===== config.mk =====
export PLATFORM = sky130hd
export DESIGN_NAME = uart_fifo_controller
export DESIGN_NICKNAME = d
export VERILOG_FILES = /design/src/rtl/uart_ctl_pkg.sv /design/src/rtl/sync_fifo.sv /design/src/rtl/uart_fifo_controller.sv
export SDC_FILE = /design/constraint.sdc
export NUM_CORES = 1
export LEC_CHECK = 0
export ABC_AREA = 1
export BUFFER_PORTS_ARGS = -buffer_cell sky130_fd_sc_hd__buf_2
export CORE_ASPECT_RATIO = 0.75
export CORE_MARGIN = 5
export CORE_UTILIZATION = 53
export CTS_CLUSTER_SIZE = 20
export DETAILED_ROUTE_END_ITERATION = 7
export MAX_ROUTING_LAYER = met4
export PLACE_DENSITY = 0.73
export SETUP_SLACK_MARGIN = 0.3
export SLEW_MARGIN = 5
export SYNTH_ARGS = -nofsm -noshare
export SYNTH_HDL_FRONTEND = slang
export SYNTH_SLANG_ARGS = --single-unit

===== constraint.sdc =====
create_clock -name clk -period 3.4 [get_ports clk]
set_input_delay 0.17 -clock clk [delete_from_list [all_inputs] [get_ports clk]]
set_output_delay 0.17 -clock clk [all_outputs]
set_load 0.005 [all_outputs]

===== src/rtl/uart_ctl_pkg.sv =====
// Shared definitions for the memory-mapped UART controller: register offsets
// (mem_addr[3:2]), STATUS/CTRL bit positions and the TX drain FSM state type.
package uart_ctl_pkg;

  localparam logic [1:0] REG_DATA   = 2'd0;
  localparam logic [1:0] REG_STATUS = 2'd1;
  localparam logic [1:0] REG_CTRL   = 2'd2;
  localparam logic [1:0] REG_RSVD   = 2'd3;

  localparam int ST_RX_NOT_EMPTY = 0;
  localparam int ST_RX_FULL      = 1;
  localparam int ST_TX_EMPTY     = 2;
  localparam int ST_TX_FULL      = 3;
  localparam int ST_TX_BUSY      = 4;
  localparam int ST_RX_OVERRUN   = 5;
  localparam int ST_FRAME_ERR    = 6;
  localparam int ST_RX_COUNT_LSB = 16;

  localparam int CTRL_RX_IE    = 0;
  localparam int CTRL_TX_IE    = 1;
  localparam int CTRL_TX_FLUSH = 2;
  localparam int CTRL_RX_FLUSH = 3;
  localparam int CTRL_CLR_ERR  = 4;

  typedef enum logic [1:0] {
    TX_IDLE    = 2'd0,
    TX_START   = 2'd1,
    TX_WAIT_HI = 2'd2,
    TX_WAIT_LO = 2'd3
  } tx_state_t;

endpackage


===== src/rtl/sync_fifo.sv =====
// Single-clock FIFO with push/pop/flush.
// Ports: clk, reset (async, active-high); push/wdata write side; pop/rdata
// read side (rdata shows the head entry combinationally while !empty);
// flush empties the FIFO in one cycle and wins over a simultaneous push/pop;
// full/empty/count report occupancy.
// A push while full is accepted only when a pop happens in the same cycle.
module sync_fifo #(
  parameter int WIDTH = 8,
  parameter int DEPTH = 16
) (
  input  logic                       clk,
  input  logic                       reset,
  input  logic                       push,
  input  logic                       pop,
  input  logic                       flush,
  input  logic [WIDTH-1:0]           wdata,
  output logic [WIDTH-1:0]           rdata,
  output logic                       full,
  output logic                       empty,
  output logic [$clog2(DEPTH+1)-1:0] count
);

  localparam int AW = $clog2(DEPTH);
  localparam int CW = $clog2(DEPTH+1);

  logic [WIDTH-1:0] mem [DEPTH];
  logic [AW-1:0]    wr_ptr;
  logic [AW-1:0]    rd_ptr;
  logic [CW-1:0]    cnt;
  logic             do_push;
  logic             do_pop;

  assign empty   = (cnt == '0);
  assign full    = (cnt == CW'(DEPTH));
  assign count   = cnt;
  assign rdata   = mem[rd_ptr];
  assign do_pop  = pop & !empty;
  assign do_push = push & (!full | do_pop);

  // Pointers are DEPTH-sized (power of two) so increments wrap on their own.
  always_ff @(posedge clk or posedge reset) begin
    if (reset) begin
      wr_ptr <= '0;
      rd_ptr <= '0;
      cnt    <= '0;
    end else if (flush) begin
      wr_ptr <= '0;
      rd_ptr <= '0;
      cnt    <= '0;
    end else begin
      if (do_push) wr_ptr <= wr_ptr + AW'(1);
      if (do_pop)  rd_ptr <= rd_ptr + AW'(1);
      case ({do_push, do_pop})
        2'b10:   cnt <= cnt + CW'(1);
        2'b01:   cnt <= cnt - CW'(1);
        default: cnt <= cnt;
      endcase
    end
  end

  // Storage carries data only, so it is not reset.
  always_ff @(posedge clk) begin
    if (do_push && !flush) mem[wr_ptr] <= wdata;
  end

endmodule


===== src/rtl/uart_fifo_controller.sv =====
// Memory-mapped UART controller with TX/RX FIFOs.
// Ports:
//   clk, reset            clock, asynchronous active-high reset
//   mem_valid/mem_ready   CPU request / one-cycle completion pulse
//   mem_addr[3:2]         register select (DATA, STATUS, CTRL, reserved)
//   mem_wdata/mem_wstrb   write data / nonzero strobe means write
//   mem_rdata             read data, valid with mem_ready
//   irq                   registered level interrupt
//   uart_transmit/uart_tx_byte       start pulse and byte to the uart core
//   uart_received/uart_rx_byte       received byte strobe from the core
//   uart_is_transmitting             core busy
//   uart_recv_error                  framing error pulse
module uart_fifo_controller
  import uart_ctl_pkg::*;
#(
  parameter int TX_DEPTH = 16,
  parameter int RX_DEPTH = 16
) (
  input  logic        clk,
  input  logic        reset,
  input  logic        mem_valid,
  output logic        mem_ready,
  input  logic [31:0] mem_addr,
  input  logic [31:0] mem_wdata,
  input  logic [3:0]  mem_wstrb,
  output logic [31:0] mem_rdata,
  output logic        irq,
  output logic        uart_transmit,
  output logic [7:0]  uart_tx_byte,
  input  logic        uart_received,
  input  logic [7:0]  uart_rx_byte,
  input  logic        uart_is_transmitting,
  input  logic        uart_recv_error
);

  localparam int TX_CW = $clog2(TX_DEPTH+1);
  localparam int RX_CW = $clog2(RX_DEPTH+1);

  logic [1:0]       reg_sel;
  logic             is_write;
  logic             stall;
  logic             accept;
  logic             wr_acc;
  logic             rd_acc;
  logic             ctrl_wr;
  logic             tx_push;
  logic             tx_pop;
  logic             tx_flush;
  logic             rx_pop;
  logic             rx_flush;
  logic             clr_err;
  logic             rx_overrun_set;

  logic [7:0]       tx_rdata;
  logic             tx_full;
  logic             tx_empty;
  logic [TX_CW-1:0] tx_count;
  logic [7:0]       rx_rdata;
  logic             rx_full;
  logic             rx_empty;
  logic [RX_CW-1:0] rx_count;

  logic             rx_ie;
  logic             tx_ie;
  logic             rx_overrun;
  logic             frame_err;
  tx_state_t        tx_state;

  logic [31:0]      status_word;
  logic [31:0]      read_data;
  logic             unused_bits;

  assign unused_bits = ^{mem_addr[31:4], mem_addr[1:0], mem_wdata[31:8], tx_count};

  assign reg_sel  = mem_addr[3:2];
  assign is_write = |mem_wstrb;
  // Only a DATA write into a full TX FIFO waits; everything else is accepted.
  assign stall    = is_write && (reg_sel == REG_DATA) && tx_full;
  assign accept   = mem_valid && !mem_ready && !stall;
  assign wr_acc   = accept && is_write;
  assign rd_acc   = accept && !is_write;
  assign ctrl_wr  = wr_acc && (reg_sel == REG_CTRL);
  assign tx_push  = wr_acc && (reg_sel == REG_DATA);
  assign tx_flush = ctrl_wr && mem_wdata[CTRL_TX_FLUSH];
  assign rx_flush = ctrl_wr && mem_wdata[CTRL_RX_FLUSH];
  assign clr_err  = ctrl_wr && mem_wdata[CTRL_CLR_ERR];
  assign rx_pop   = rd_acc && (reg_sel == REG_DATA) && !rx_empty;

  // A full RX FIFO still keeps the new byte when a read pops in the same cycle.
  assign rx_overrun_set = uart_received && rx_full && !rx_pop && !rx_flush;

  assign tx_pop = (tx_state == TX_IDLE) && !tx_empty && !uart_is_transmitting && !tx_flush;

  sync_fifo #(.WIDTH(8), .DEPTH(TX_DEPTH)) u_tx_fifo (
    .clk   (clk),
    .reset (reset),
    .push  (tx_push),
    .pop   (tx_pop),
    .flush (tx_flush),
    .wdata (mem_wdata[7:0]),
    .rdata (tx_rdata),
    .full  (tx_full),
    .empty (tx_empty),
    .count (tx_count)
  );

  sync_fifo #(.WIDTH(8), .DEPTH(RX_DEPTH)) u_rx_fifo (
    .clk   (clk),
    .reset (reset),
    .push  (uart_received),
    .pop   (rx_pop),
    .flush (rx_flush),
    .wdata (uart_rx_byte),
    .rdata (rx_rdata),
    .full  (rx_full),
    .empty (rx_empty),
    .count (rx_count)
  );

  always_comb begin
    status_word                  = '0;
    status_word[ST_RX_NOT_EMPTY] = !rx_empty;
    status_word[ST_RX_FULL]      = rx_full;
    status_word[ST_TX_EMPTY]     = tx_empty;
    status_word[ST_TX_FULL]      = tx_full;
    status_word[ST_TX_BUSY]      = uart_is_transmitting;
    status_word[ST_RX_OVERRUN]   = rx_overrun;
    status_word[ST_FRAME_ERR]    = frame_err;
    status_word[31:ST_RX_COUNT_LSB] = 16'(rx_count);
  end

  always_comb begin
    read_data = '0;
    case (reg_sel)
      REG_DATA:   read_data = rx_empty ? 32'h0 : {24'h0, rx_rdata};
      REG_STATUS: read_data = status_word;
      REG_CTRL:   read_data = {30'h0, tx_ie, rx_ie};
      default:    read_data = '0;
    endcase
  end

  // Bus response: ready and read data one cycle after accept.
  always_ff @(posedge clk or posedge reset) begin
    if (reset) begin
      mem_ready <= 1'b0;
      mem_rdata <= '0;
    end else begin
      mem_ready <= accept;
      if (accept) mem_rdata <= rd_acc ? read_data : 32'h0;
    end
  end

  // Interrupt enables and sticky error flags; a new error event outranks a clear.
  always_ff @(posedge clk or posedge reset) begin
    if (reset) begin
      rx_ie      <= 1'b0;
      tx_ie      <= 1'b0;
      rx_overrun <= 1'b0;
      frame_err  <= 1'b0;
    end else begin
      if (ctrl_wr) begin
        rx_ie <= mem_wdata[CTRL_RX_IE];
        tx_ie <= mem_wdata[CTRL_TX_IE];
      end
      if (rx_overrun_set)       rx_overrun <= 1'b1;
      else if (clr_err)         rx_overrun <= 1'b0;
      if (uart_recv_error)      frame_err  <= 1'b1;
      else if (clr_err)         frame_err  <= 1'b0;
    end
  end

  // TX drain FSM: pop one byte, pulse the core, wait for its busy high then low.
  always_ff @(posedge clk or posedge reset) begin
    if (reset) begin
      tx_state     <= TX_IDLE;
      uart_tx_byte <= 8'h0;
    end else begin
      case (tx_state)
        TX_IDLE: begin
          if (tx_pop) begin
            uart_tx_byte <= tx_rdata;
            tx_state     <= TX_START;
          end
        end
        TX_START:   tx_state <= TX_WAIT_HI;
        TX_WAIT_HI: if (uart_is_transmitting)  tx_state <= TX_WAIT_LO;
        TX_WAIT_LO: if (!uart_is_transmitting) tx_state <= TX_IDLE;
        default:    tx_state <= TX_IDLE;
      endcase
    end
  end

  assign uart_transmit = (tx_state == TX_START);

  always_ff @(posedge clk or posedge reset) begin
    if (reset) irq <= 1'b0;
    else       irq <= (rx_ie && !rx_empty) || (tx_ie && tx_empty);
  end

endmodule


# Yosys cells after proc, flatten, opt, wreduce, memory -nomap -nowiden
# Memories as Yosys holds them, arrays and structs flattened. A register that Yosys moved wholly into a read port is not among the register bits.
# Cells that the tools add are included.
# totals
register_bits	66
latchBits	0
ram_bits	256
mem_bits_ro	0
n_memories	2
elab_cells	120
input_bits	82
output_inout_bits	43
# classes
n_addsub	8
shift	0
n_mul	0
bitwise_logic	6
mux	26
order_cmp	0
n_div	0
reduce_logical	50
n_eq_ne	14
# memory_table
name	depth	width	rd	rd_clocked_by_memory_dff	write_ports	line	source
u_rx_fifo.mem	16	8	1	0	1	sync_fifo.sv:26	logic [WIDTH-1:0] mem [DEPTH];
u_tx_fifo.mem	16	8	1	1	1	sync_fifo.sv:26	
# ops
op	count
$pmux W21 S3	1
$mux W32	1
$mux W4	8
$logic_and A1 B1 Y1	23
$pmux W5 S2	2
$add A4 B1 Y4 const B	4
$reduce_bool A2 Y1	6
$logic_not A1 Y1	11
$add A5 B1 Y5 const B	2
$eq A2 B2 Y1 const B	5
$eq A5 B5 Y1 const B	2
$logic_not A5 Y1	2
$mux W5	2
$sub A5 B1 Y5 const B	2
$eq A2 B1 Y1 const B	4
$mux W8	1
$pmux W2 S4	1
$mux W1	7
$mux W2	3
$reduce_bool A3 Y1	2
$and A1 B1 Y1	4
$logic_not A2 Y1	2
$ne A2 B2 Y1 const B	2
$reduce_or A4 Y1	1
5 further kinds	6

# Depth between registers and ports, before layout
# logic_depth
depth_word	16
depth_mapped	17
depth_no_buf	17

# Hierarchy
# From an unflattened synthesis, not the netlist that was laid out.
# unflattened
cells_unflattened	1176
area_unflattened_um2	13600.5
# modules_own_cells
mod	cells_each	n_inst	area_per_inst_um2	seq_area_each_um2
sync_fifo (u_tx_fifo)	506	1	6060.8	4169.0
sync_fifo (u_rx_fifo)	508	1	6045.8	4169.0
uart_fifo_controller	162	1	1493.9	725.7

# Worst setup path before layout
# OpenSTA, ideal clock, no wires.
# synth_path
path_kind	register to register
start	register u_rx_fifo.cnt[2], in the netlist u_rx_fifo.count[2]
end	register u_rx_fifo.cnt[4], in the netlist u_rx_fifo.count[4]
t_arrival_ns	2.254
setup_slack_ns	1.025
synth_period_minus_slack_ns	2.375
setup_time_ns	0.121
path_stages_with_launch	17
cell_sequence	dfrtp_1 -> nor4_2 -> nand2_1 -> nand2_2 -> nor2_2 -> buf_6 -> nand2_4 -> inv_1 -> fa_1 -> nand3_1 -> nand2_1 -> xor2_1 -> inv_1 -> o21ai_0 -> a21oi_1 -> nand2_1 -> o21ai_1
# synth_via
elab_chain_len	9
elab_cells_between_ends	15
cone_classes	add/sub: 2; eq/ne: 3; mux: 2; bitwise: 3; reduce/logical: 5
# synth_rtl
element	line	source
start, declared	sync_fifo.sv:29	logic [CW-1:0] cnt;
start signal, assigned	sync_fifo.sv:54	2'b10: cnt <= cnt + CW'(1);
start signal, assigned	sync_fifo.sv:55	2'b01: cnt <= cnt - CW'(1);
start signal, assigned	sync_fifo.sv:56	default: cnt <= cnt;
$logic_not A5 Y1	sync_fifo.sv:33	assign empty = (cnt == '0);
$logic_not A1 Y1	sync_fifo.sv:37, uart_fifo_controller.sv:87	
$logic_and A1 B1 Y1	uart_fifo_controller.sv:87	assign rx_pop = rd_acc && (reg_sel == REG_DATA) && !rx_empty;
$and A1 B1 Y1	sync_fifo.sv:37	assign do_pop = pop & !empty;
$or A1 B1 Y1	sync_fifo.sv:38	assign do_push = push & (!full | do_pop);
$and A1 B1 Y1	sync_fifo.sv:38	
$eq A2 B1 Y1 or $eq A2 B2 Y1 (tied branches)	sync_fifo.sv:53	case ({do_push, do_pop})
$pmux W5 S2	sync_fifo.sv:53	
$mux W5	sync_fifo.sv:46	end else if (flush) begin
# Parallel ways exist; a longest one is shown, timed or not.
# A chain may end at the register's enable or synchronous reset.

# Worst setup path in the final report
# layout_path
start	register mem_ready
end	memory u_rx_fifo.mem[0][3] (enable)
# layout_via
elab_chain_len	12
elab_cells_between_ends	16
cone_classes	mux: 2; bitwise: 3; reduce/logical: 11
# layout_rtl
element	line	source
start, declared	uart_fifo_controller.sv:22	output logic mem_ready,
start signal, assigned	uart_fifo_controller.sv:148	mem_ready <= accept;
$logic_not A1 Y1 (*)	uart_fifo_controller.sv:79	assign accept = mem_valid && !mem_ready && !stall;
$logic_and A1 B1 Y1 (*) (2 in a row)	uart_fifo_controller.sv:79	
$logic_and A1 B1 Y1	uart_fifo_controller.sv:81	assign rd_acc = accept && !is_write;
$logic_and A1 B1 Y1 (2 in a row)	uart_fifo_controller.sv:87	
$and A1 B1 Y1	sync_fifo.sv:37	
$or A1 B1 Y1	sync_fifo.sv:38	
$and A1 B1 Y1	sync_fifo.sv:38	
$logic_and A1 B1 Y1 (*)	sync_fifo.sv:63	if (do_push && !flush) mem[wr_ptr] <= wdata;
$mux W1 (*)	sync_fifo.sv:63	
$mux W1 (implied by the code) (*)	sync_fifo.sv:63	
end, declared	sync_fifo.sv:26	
# Every way passes the cells marked *; elsewhere a longest branch is shown, timed or not.

==> out/qor.json <==
{
  "status": {"value": "finished clean"},
  "critPathArrivalTime": {"value": 2.99, "unit": "ns"},
  "most_frequent_cells_in_the_layout": {"value": "sky130_fd_sc_hd__edfxtp_1, sky130_fd_sc_hd__nor2_1, sky130_fd_sc_hd__o21ai_0"},
  "most_frequent_standard_cell_in_the_layout_excluding_fill_and_tap_cells": {"value": "sky130_fd_sc_hd__edfxtp_1"},
  "hold_path.startpoint": {"value": "uart_rx_byte[5]"},
  "dieArea": {"value": 28100, "unit": "um2"},
  "port_buffers": {"value": 51},
  "dpl-instance-area": {"value": 13800, "unit": "um2"},
  "placement_rows": {"value": 49},
  "fin_skew": {"value": 0.0169, "unit": "ns"},
  "slew_viol_final": {"value": 0},
  "remaining_drc_errors": {"value": 0},
  "type_of_element_launching_the_critical_path": {"value": "register"},
  "worst_hold_path_type": {"value": "in2reg"},
  "post_cts_resize_count": {"value": 0},
  "fillers": {"value": 1848},
  "final_layout_size_suffix_gt1_share": {"value": 14.4, "unit": "%"},
  "fin_crit_sh": {"value": 80.5, "unit": "%"},
  "hold_ws": {"value": 0.0143, "unit": "ns"},
  "cts_max_level": {"value": 1},
  "grt-ovfl-total": {"value": 0},
  "seq_area_frac_synth": {"value": 69.0, "unit": "%"},
  "cp_max_fo": {"value": 10},
  "fp.dieH": {"value": 146, "unit": "um"},
  "path_class": {"value": "reg2reg"},
  "pin_count_of_the_biggest_net_entering_global_routing": {"value": 67},
  "fin_total_pwr": {"value": 11.0, "unit": "mW"},
  "clock_tree.root_cell": {"value": "sky130_fd_sc_hd__clkbuf_16"},
  "setup_tns": {"value": 0, "unit": "ns"},
  "power.share.clock": {"value": 32.4, "unit": "%"},
  "timing.slew.headroom": {"value": 43.2, "unit": "%"},
  "setup-violations-final": {"value": 0},
  "synthDominantAreaCellType": {"value": "sky130_fd_sc_hd__edfxtp_1"},
  "hold_viol_final": {"value": 0},
  "maxClockFrequency": {"value": 0.365, "unit": "GHz"},
  "synthesis.yosys.warnings": {"value": 0},
  "wire_length_of_the_first_global_routing_pass": {"value": 49.0, "unit": "mm"},
  "routedWlPerCell": {"value": 20.5, "unit": "um"},
  "synth.top_cell.area_share": {"value": 58.5, "unit": "%"},
  "tightest_slew": {"value": 0.849, "unit": "ns"},
  "tritoncts_num_sinks": {"value": 311},
  "detailroute.via_count": {"value": 8953},
  "clk_pin_slew_worst_paths": {"value": 0.07, "unit": "ns"},
  "stdcell_area": {"value": 14900, "unit": "um2"},
  "netlist-cell-type-count": {"value": 43},
  "worst_ep_required_time": {"value": 3.66, "unit": "ns"},
  "die-width": {"value": 192, "unit": "um"},
  "vdd_ir_drop_max": {"value": 0.499, "unit": "mV"},
  "worst-r2r-setup-slack": {"value": 0.66, "unit": "ns"},
  "tritoncts": {"value": "done"},
  "first_global_vias": {"value": 8558},
  "post_synth_instance_area": {"value": 13100, "unit": "um2"},
  "power.combinational.fraction": {"value": 24.5, "unit": "%"},
  "rsz0062_at_grt": {"value": "no"},
  "clockBufferDepth": {"value": 3},
  "power.sequential.fraction": {"value": 43.1, "unit": "%"},
  "avgViaCountPerCell": {"value": 5.85},
  "coreArea": {"value": 24200, "unit": "um2"},
  "min_delay_path_depth": {"value": 1},
  "synth_top_cells_by_area": {"value": "sky130_fd_sc_hd__edfxtp_1, sky130_fd_sc_hd__dfrtp_1, sky130_fd_sc_hd__o21ai_0"},
  "maxCapViolCount": {"value": 0},
  "antenna_violating_nets_post_route": {"value": 0},
  "post-cts-setup-buffer-count": {"value": 0},
  "global_route.usage.total": {"value": 22.9, "unit": "%"},
  "synth_area_per_inst": {"value": 11.9, "unit": "um2"},
  "power_density": {"value": 740, "unit": "nW/um2"},
  "power.leakage": {"value": 5.66, "unit": "nW"},
  "worst-r2r-cell-count": {"value": 11},
  "final_nets": {"value": 1280},
  "regToRegStartpoint": {"value": "mem_ready"},
  "drt-total-wl": {"value": 31.4, "unit": "mm"},
  "internal_power": {"value": 7.53, "unit": "mW"},
  "period_minus_slack": {"value": 2.74, "unit": "ns"},
  "top_level_ports": {"value": 125},
  "initialDrtViolationCount": {"value": 1082},
  "sw_frac_of_total": {"value": 31.7, "unit": "%"},
  "r2r_end": {"value": "u_rx_fifo.mem[0][3]"},
  "dp_hpwl": {"value": 20.1, "unit": "mm"},
  "firstDrtPassIters": {"value": 5},
  "antenna_found_initial": {"value": 0},
  "initial_utilization": {"value": 54.4, "unit": "%"},
  "power.switching": {"value": 3.50, "unit": "mW"},
  "antenna_cells": {"value": 0},
  "crit_path_end_kind": {"value": "register"},
  "place_congestion": {"value": 0.870},
  "post_synthesis_instance_total": {"value": 1106},
  "clk_latency": {"value": 0.55, "unit": "ns"},
  "area_growth": {"value": 13.5, "unit": "%"},
  "yosys_register_bits": {"value": 311},
  "cts_inserted_buffers": {"value": 29},
  "whs_endpoint": {"value": "u_rx_fifo.mem[0][5]"}
}
stage by stage:
step                instances  util (%)  setup slack [ns]
floorplan                1124         -              1.02
global placement         1473      57.1             0.763
detailed placement       1473      57.1             0.690
CTS                      1531      61.7             0.666
global route             1531      61.7             0.499
finish                   1531      61.7             0.663
synthesized netlist by cell type:
cell,count
sky130_fd_sc_hd__nor2_2,4
sky130_fd_sc_hd__nand2_2,5
sky130_fd_sc_hd__fa_1,1
sky130_fd_sc_hd__o21bai_1,1
sky130_fd_sc_hd__nor3b_1,1
sky130_fd_sc_hd__nand2_1,137
sky130_fd_sc_hd__o221ai_1,25
sky130_fd_sc_hd__a32o_1,2
sky130_fd_sc_hd__o22ai_1,21
sky130_fd_sc_hd__a21oi_2,1
sky130_fd_sc_hd__a31oi_1,12
sky130_fd_sc_hd__nor3_1,5
sky130_fd_sc_hd__inv_2,7
sky130_fd_sc_hd__nand3_2,4
sky130_fd_sc_hd__o31ai_1,1
sky130_fd_sc_hd__nand3_1,49
sky130_fd_sc_hd__o21ai_0,138
sky130_fd_sc_hd__nor4_2,1
sky130_fd_sc_hd__nand3_4,1
sky130_fd_sc_hd__nor2_1,151
sky130_fd_sc_hd__ha_1,20
sky130_fd_sc_hd__inv_1,56
sky130_fd_sc_hd__nand2_4,4
sky130_fd_sc_hd__buf_2,9
sky130_fd_sc_hd__xnor2_1,1
sky130_fd_sc_hd__buf_1,1
sky130_fd_sc_hd__nand4_4,1
sky130_fd_sc_hd__edfxtp_1,256
sky130_fd_sc_hd__or2_2,1
sky130_fd_sc_hd__xor2_1,2
sky130_fd_sc_hd__conb_1,1
sky130_fd_sc_hd__buf_4,21
sky130_fd_sc_hd__nand4_1,14
sky130_fd_sc_hd__o21ai_1,4
sky130_fd_sc_hd__nand4_2,1
sky130_fd_sc_hd__a21boi_0,1
sky130_fd_sc_hd__dfrtp_1,55
sky130_fd_sc_hd__a21oi_1,33
sky130_fd_sc_hd__inv_4,2
sky130_fd_sc_hd__a221oi_1,10
sky130_fd_sc_hd__o211ai_1,7
sky130_fd_sc_hd__buf_6,2
sky130_fd_sc_hd__clkbuf_1,37
registers in the layout (all words and copies together), names as in the netlist, 2 cells and up:
signal / count
mem_rdata: 13
tx_state: 2
u_rx_fifo.count: 5
u_rx_fifo.mem: 128
u_rx_fifo.rd_ptr: 4
u_rx_fifo.wr_ptr: 4
u_tx_fifo.count: 5
u_tx_fifo.mem: 128
u_tx_fifo.rd_ptr: 4
u_tx_fifo.wr_ptr: 4
uart_tx_byte: 8
worst max-delay path by stage:
stage	startpoint	depth (start not counted)	endpoint
after floorplan	u_rx_fifo.count[2]	16	u_rx_fifo.count[4]
final	mem_ready	11	u_rx_fifo.mem[0][3]
after global routing	u_rx_fifo.count[1]	15	u_rx_fifo.count[4]
after global placement	mem_ready	11	u_rx_fifo.mem[1][2]
after detailed placement	mem_ready	11	u_rx_fifo.mem[0][2]
after CTS	mem_ready	11	u_rx_fifo.mem[0][0]
metal layers:
layer	share of wire [%]	GRT usage (%)	wire (um)
met1	44	35.4	13900
met2	44	32.2	13900
met3	9.6	4.25	3010
met4	2.0	4.41	617
met5	0	-	0
cells by family (layout without fill, tap and decap cells):
| logic type | count (synthesis) | in the layout | share of synthesized area, % |
|---|---|---|---|
| compound gates | 256 | 256 | 11.4 |
| xor+xnor | 3 | 3 | 0.200 |
| fa+ha+maj | 21 | 21 | 2.06 |
| buf+inv | 135 | 211 | 4.70 |
| flops | 311 | 311 | 69.0 |
| other cells | 1 | 19 | 0.0286 |
| simple gates | 379 | 379 | 12.6 |
power groups by stage:
| stage | Sequential, mW | Clock, mW | Combinational, mW |
|---|---|---|---|
| 6_report | 4.75 | 3.57 | 2.71 |
| 5_1_grt | 4.78 | 3.77 | 3.03 |
| 4_1_cts | 4.74 | 3.61 | 2.68 |
| 3_5_place_dp | 4.82 | 0 | 2.65 |
| 3_3_place_gp | 4.80 | 0 | 2.55 |
| 2_1_floorplan | 4.75 | 0 | 1.80 |
area by class of cell:
cell class                 instances  area (um2)  area share [%]
sequential                       311        9070            60.8
tap                              331         414            2.78
timing repair buffer              92         586            3.93
clock inverter                    15         229            1.54
multi-input combinational        678        3520            23.6
inverter                          65         249            1.67
clock buffer                      39         845            5.67
what timing repair did:
item / 4_1_cts / 5_1_grt
hold buffers: 4 / 0
endpoints found under the hold margin: 48 / 0
endpoints found under the setup margin: 0 / 0
worst max-delay path: stages, from the launching register on:
cell,delay (ns)
sky130_fd_sc_hd__dfrtp_1,0.40
sky130_fd_sc_hd__nor2_2,0.28
sky130_fd_sc_hd__nand2_2,0.14
sky130_fd_sc_hd__nor2_2,0.22
sky130_fd_sc_hd__buf_4,0.23
sky130_fd_sc_hd__inv_4,0.07
sky130_fd_sc_hd__nand2_2,0.07
sky130_fd_sc_hd__nand2_4,0.06
sky130_fd_sc_hd__inv_4,0.11
sky130_fd_sc_hd__nand2_1,0.12
sky130_fd_sc_hd__nor2_1,0.50
sky130_fd_sc_hd__buf_4,0.26
No activity file was read; power rests on OpenSTA's default activity.
